## src/rtl/weight_stream_mem.sv

```systemverilog
// Weight memory that streams a window of words, with a ready/valid output and optional looping.
// The read pipeline has a registered BRAM output stage feeding a registered output stage.
module weight_stream_mem #(
    parameter int unsigned DATA_BITWIDTH = 8,
    parameter int unsigned ADDR_BITWIDTH = 4
) (
    input  logic                     clk,
    input  logic                     rstN,
    input  logic                     wr_en,
    input  logic [ADDR_BITWIDTH-1:0] wr_addr,
    input  logic [DATA_BITWIDTH-1:0] wr_data,
    output logic                     wr_err,
    input  logic                     start,
    input  logic [ADDR_BITWIDTH-1:0] base_addr,
    input  logic [ADDR_BITWIDTH:0]   len,
    input  logic                     loop_en,
    input  logic                     abort,
    output logic [DATA_BITWIDTH-1:0] dout,
    output logic                     dout_valid,
    input  logic                     dout_ready,
    output logic                     dout_last,
    output logic                     busy,
    output logic                     done
);
    localparam int unsigned DEPTH = 1 << ADDR_BITWIDTH;

    typedef enum logic {
        S_IDLE,
        S_STREAM
    } state_t;

    state_t r_state;
    state_t w_state_next;

    logic [DATA_BITWIDTH-1:0] r_mem [DEPTH];
    logic [DATA_BITWIDTH-1:0] r_mem_q;
    logic                     r_s1_valid;
    logic                     r_s1_last;

    logic [ADDR_BITWIDTH-1:0] r_base;
    logic [ADDR_BITWIDTH-1:0] r_rd_addr;
    logic [ADDR_BITWIDTH:0]   r_rd_cnt;
    logic [ADDR_BITWIDTH:0]   r_last_idx;
    logic                     r_loop;
    logic                     r_issuing;

    logic [DATA_BITWIDTH-1:0] r_dout;
    logic                     r_dout_valid;
    logic                     r_dout_last;
    logic                     r_done;
    logic                     r_wr_err;

    logic w_streaming;
    logic w_start_ok;
    logic w_out_adv;
    logic w_s1_adv;
    logic w_issue;
    logic w_pass_end;
    logic w_final_xfer;

    assign w_streaming  = (r_state == S_STREAM);
    assign w_start_ok   = start && (len != '0);
    // A stage may accept new data when it is empty or its content moves on this edge.
    assign w_out_adv    = !r_dout_valid || dout_ready;
    assign w_s1_adv     = !r_s1_valid || w_out_adv;
    assign w_issue      = w_streaming && !abort && r_issuing && w_s1_adv;
    assign w_pass_end   = (r_rd_cnt == r_last_idx);
    assign w_final_xfer = w_streaming && !abort && !r_loop && r_dout_valid && dout_ready && r_dout_last;

    always_ff @(posedge clk) begin
        if (!rstN) begin
            r_state <= S_IDLE;
        end else begin
            r_state <= w_state_next;
        end
    end

    always_comb begin
        w_state_next = r_state;
        case (r_state)
            S_IDLE:   if (w_start_ok) w_state_next = S_STREAM;
            S_STREAM: if (abort || w_final_xfer) w_state_next = S_IDLE;
            default:  w_state_next = S_IDLE;
        endcase
    end

    // Storage and read register carry no reset so they map onto block RAM and keep contents.
    always_ff @(posedge clk) begin
        if (rstN && wr_en && !w_streaming) begin
            r_mem[wr_addr] <= wr_data;
        end
        if (w_issue) begin
            r_mem_q <= r_mem[r_rd_addr];
        end
    end

    always_ff @(posedge clk) begin
        if (!rstN) begin
            r_s1_valid   <= 1'b0;
            r_s1_last    <= 1'b0;
            r_issuing    <= 1'b0;
            r_base       <= '0;
            r_rd_addr    <= '0;
            r_rd_cnt     <= '0;
            r_last_idx   <= '0;
            r_loop       <= 1'b0;
            r_dout       <= '0;
            r_dout_valid <= 1'b0;
            r_dout_last  <= 1'b0;
            r_done       <= 1'b0;
            r_wr_err     <= 1'b0;
        end else begin
            r_wr_err <= wr_en && w_streaming;
            r_done   <= w_final_xfer;
            if (!w_streaming) begin
                r_s1_valid   <= 1'b0;
                r_dout_valid <= 1'b0;
                r_issuing    <= 1'b0;
                if (w_start_ok) begin
                    r_base     <= base_addr;
                    r_rd_addr  <= base_addr;
                    r_rd_cnt   <= '0;
                    r_last_idx <= len - (ADDR_BITWIDTH+1)'(1);
                    r_loop     <= loop_en;
                    r_issuing  <= 1'b1;
                end
            end else if (abort) begin
                r_s1_valid   <= 1'b0;
                r_dout_valid <= 1'b0;
                r_issuing    <= 1'b0;
            end else begin
                if (w_out_adv) begin
                    r_dout_valid <= r_s1_valid;
                    if (r_s1_valid) begin
                        r_dout      <= r_mem_q;
                        r_dout_last <= r_s1_last;
                    end
                end
                if (w_issue) begin
                    r_s1_valid <= 1'b1;
                    r_s1_last  <= w_pass_end;
                    if (w_pass_end) begin
                        r_rd_cnt  <= '0;
                        r_rd_addr <= r_base;
                        r_issuing <= r_loop;
                    end else begin
                        r_rd_cnt  <= r_rd_cnt + (ADDR_BITWIDTH+1)'(1);
                        r_rd_addr <= r_rd_addr + ADDR_BITWIDTH'(1);
                    end
                end else if (w_out_adv) begin
                    r_s1_valid <= 1'b0;
                end
            end
        end
    end

    assign dout       = r_dout;
    assign dout_valid = r_dout_valid;
    assign dout_last  = r_dout_last;
    assign busy       = w_streaming;
    assign done       = r_done;
    assign wr_err     = r_wr_err;

endmodule

```

## config.mk

```make
export PLATFORM = sky130hd
export DESIGN_NAME = weight_stream_mem
export DESIGN_NICKNAME = d
export VERILOG_FILES = /design/src/rtl/weight_stream_mem.sv
export SDC_FILE = /design/constraint.sdc
export NUM_CORES = 1
export LEC_CHECK = 0
export BUFFER_PORTS_ARGS = -buffer_cell sky130_fd_sc_hd__buf_2
export CORE_ASPECT_RATIO = 0.6
export CORE_UTILIZATION = 50
export CTS_CLUSTER_DIAMETER = 80
export DETAILED_ROUTE_END_ITERATION = 7
export HOLD_SLACK_MARGIN = 0.12
export PLACE_DENSITY = 0.69
export RECOVER_POWER = 25
export SYNTH_ARGS = -nofsm -noshare
export SYNTH_HDL_FRONTEND = slang
export SYNTH_SLANG_ARGS = --single-unit
```

## constraint.sdc

```tcl
create_clock -name clk -period 2.69 [get_ports clk]
set_input_delay 0.538 -clock clk [delete_from_list [all_inputs] [get_ports clk]]
set_output_delay 0.538 -clock clk [all_outputs]
set_load 0.02 [all_outputs]
```

==> qor.csv <==
metric;value;unit
dpl cells;613;
Synth Area per Inst;17.5;um2
total of cells resized after clock tree synthesis;0;
post-synthesis register bit count;171;
clock slew seen by the registers of the worst setup and hold paths;0.07;ns
end of the worst register-to-register path;r_mem_q[4]$_DFFE_PP_;
required time of the worst setup path;2.86;ns
hold path endpoint;r_last_idx[0]$_SDFFE_PN0P_;
kind of critical path;reg2reg;
total I/O pin count;41;
count of max-cap constraint violations;0;
number of standard-cell rows in the floorplan;32;
Core Footprint;13100;um2
wire length after detailed routing;14400;um
EDFF count, synth;136;
most frequent cells in the layout;136 x sky130_fd_sc_hd__edfxtp_1, 34 x sky130_fd_sc_hd__dfxtp_1, 34 x sky130_fd_sc_hd__buf_2;
largest net degree at the start of global routing;27;
Avg Vias per Cell;5.91;
class of the most critical hold timing path;in2reg;
cell count of the worst reg-to-reg path;4;
grt total ovfl;0;
Post-Synthesis Cells;395;
kind of capture point of the worst setup path;flop;
number of sinks driven by the clock tree;171;
antenna fix cells;0;
total number of vias;3814;
chip height;93.0;um
standard cell with the maximum stage delay on the critical path;sky130_fd_sc_hd__mux4_1;
setup repair after global routing missed its margin;false;
DRC marker count from the first detailed-route iteration;361;
static leakage power;2.83;nW
Clock Path Buffers;2;
Initial Util;52.5;%
number of warning messages in the yosys log;0;
post-CTS setup repair buffer count;0;
antenna violations before repair;1;
Final period util;80.4;%
CP peak stage delay;0.57;ns
global-route usage over all layers;22.6;%
Horiz. Die Dim;154;um
post-synthesis cell type with the largest combined area;sky130_fd_sc_hd__edfxtp_1;
non-filler instance count after layout;645;
worst slew slack as a fraction of its limit;52.6;%
worst hold path startpoint;len[0];
chain of cells forming the critical path;buf_4, buf_4, mux4_1, mux4_2;
final-stage net count;493;
total count of max-transition violations in the final report;0;
RD Place Congestion;0.853;
Max Fclk;0.463;GHz
clock tree from TritonCTS;built;
cell area power density;737;nW/um2
Port Buffers;40;
number of setup violations in the final report;0;
IR Drop Worst-Case VDD;0.434;mV
Critical Path Start Type;flop;
count of unresolved DRC violations after routing;0;
main flop type after synthesis;sky130_fd_sc_hd__edfxtp_1;
cts bufs inserted;17;
data arrival time of the critical path;2.33;ns
Area growth syn-to-layout;16.2;%
Clk Tree Root Cell;sky130_fd_sc_hd__clkbuf_16;
final hold violation count;0;
worst hold path depth;2;
leading cell type in the layout, fill and taps excluded;sky130_fd_sc_hd__edfxtp_1;
Detail Placement HPWL;9690;um
internal reg-to-reg setup slack;0.53;ns
most used cell along the critical path;sky130_fd_sc_hd__buf_4;
routed length per instance;22.4;um
summed instance area of the synthesized netlist;6890;um2
CP Launch Point;r_rd_addr[0]$_SDFFE_PN0P_;
Post-DRT Antenna Nets;0;
reg-to-reg critical path startpoint;r_rd_addr[0]$_SDFFE_PN0P_;
router iterations before antenna repair;5;
number of global-route vias before repair;3755;
final critical delay including setup and external delays;2.16;ns
worst-margin pin slew;0.709;ns
maximum net fanout on the critical path;15;
clock latency at the later pin of the worst-skew pair;0.43;ns
setup tns final;0;ns
wire length of the first global-routing pass;22300;um
fraction of final layout cells sized beyond drive strength 1;22.5;%
Die Outline Area;14300;um2
outcome;finished, final reports clean;
number of library cell types mapped by synthesis;45;
dominant cells by area after synthesis;sky130_fd_sc_hd__edfxtp_1 59%, sky130_fd_sc_hd__mux4_1 11%, sky130_fd_sc_hd__dfxtp_1 10%;
share of flip-flops with an asynchronous set or reset after synthesis;0;%
syn nets;426;
area share of the largest cell type after synthesis;59.2;%
portion of the post-synthesis area used by sequential elements;69.4;%
worst clock skew;0.00874;ns
total of hold buffers inserted after clock tree synthesis;0;
H-tree depth reported by CTS;4;
## through the flow
step	power, mW	hold WS, ns	util, %	setup WS (ns)	cell area (um2)
3_3_place_gp	3.39	0.443	56.4	0.579	7410
5_1_grt	6.09	0.312	61.0	0.456	8010
4_1_cts	5.94	0.302	61.1	0.512	8020
6_report	5.90	0.321	61.0	0.528	8010
2_1_floorplan	3.24	0.432	-	0.526	6890
3_5_place_dp	3.40	0.446	56.4	0.529	7410
## where the power goes
part,switching (mW),internal [mW],leakage [nW],total (mW)
Sequential,0.0321,2.89,1.51,2.92
Clock,1.07,1.49,0.293,2.56
Combinational,0.238,0.184,1.02,0.422
## cells in the mapped netlist, types with 3 or more instances
library cell	number
sky130_fd_sc_hd__o21ai_0	3
sky130_fd_sc_hd__clkbuf_1	14
sky130_fd_sc_hd__nand3b_1	3
sky130_fd_sc_hd__nand2_1	21
sky130_fd_sc_hd__nand2b_1	6
sky130_fd_sc_hd__nand3_1	11
sky130_fd_sc_hd__mux2i_1	9
sky130_fd_sc_hd__and3_1	3
sky130_fd_sc_hd__nor3_1	8
sky130_fd_sc_hd__a21oi_1	13
sky130_fd_sc_hd__buf_2	3
sky130_fd_sc_hd__xor2_1	4
sky130_fd_sc_hd__inv_1	6
sky130_fd_sc_hd__o211ai_1	3
sky130_fd_sc_hd__edfxtp_1	136
sky130_fd_sc_hd__nor2_1	29
sky130_fd_sc_hd__a211oi_1	4
sky130_fd_sc_hd__o2111ai_1	4
sky130_fd_sc_hd__xnor2_1	5
sky130_fd_sc_hd__mux4_1	28
sky130_fd_sc_hd__mux4_2	12
sky130_fd_sc_hd__dfxtp_1	35
sky130_fd_sc_hd__ha_1	3
sky130_fd_sc_hd__o221ai_1	3
## final cells by class
class                           instances  area (um2)
Clock buffer                           19         433
Tap cell                              170         213
Timing Repair Buffer                   69         410
Clock inverter                         13         180
Fill cell                             965        5120
Sequential cell                       171        4790
Multi-Input combinational cell        196        1960
Inverter                                7        26.3
## sequential cells by signal, summed over array words and instances, names as in the netlist, 4 cells and up
signal      cells
dout            8
r_mem         128
r_last_idx      5
r_rd_cnt        5
r_rd_addr       4
r_base          4
r_mem_q         8
## routing by layer
layer / vias up / routed length [um] / global-route usage (%)
met3: 21 / 1190 / 6.55
li1: 1737 / - / -
met1: 1929 / 6930 / 34.4
met5: - / 0 / 0
met2: 127 / 6080 / 30.7
met4: 0 / 215 / 7.75
## kinds of logic (layout without fill, tap and decap cells)
kind of cell / count (synthesis) / in the layout / share of synthesized area, %
adders and majority gates: 3 / 3 / 0.545
muxes: 49 / 49 / 15.9
and+or+nand+nor: 94 / 94 / 6.68
xor gates and xnor gates: 9 / 9 / 1.14
buffers and inverters: 28 / 108 / 2.12
AOI/OAI and AO/OA: 41 / 41 / 4.21
DFF: 171 / 171 / 69.4
## how the worst max path moves through the flow
stage / to / slack (ns) / cells past startpoint
after global routing: r_mem_q[4]$_DFFE_PP_ / 0.46 / 4
after global placement: r_mem_q[5]$_DFFE_PP_ / 0.58 / 4
after CTS: r_mem_q[4]$_DFFE_PP_ / 0.51 / 4
final: r_mem_q[4]$_DFFE_PP_ / 0.53 / 4
after detailed placement: r_mem_q[4]$_DFFE_PP_ / 0.53 / 4
after floorplan: r_mem[0][0]$_DFFE_PP_ / 0.53 / 3
## critical path: cells and delay by family (launching register included)
kind                   cells  cell delay (ns)
muxes                      2             1.03
DFF                        1             0.33
buffers and inverters      2             0.53
Power figures use the tool's default switching activity.
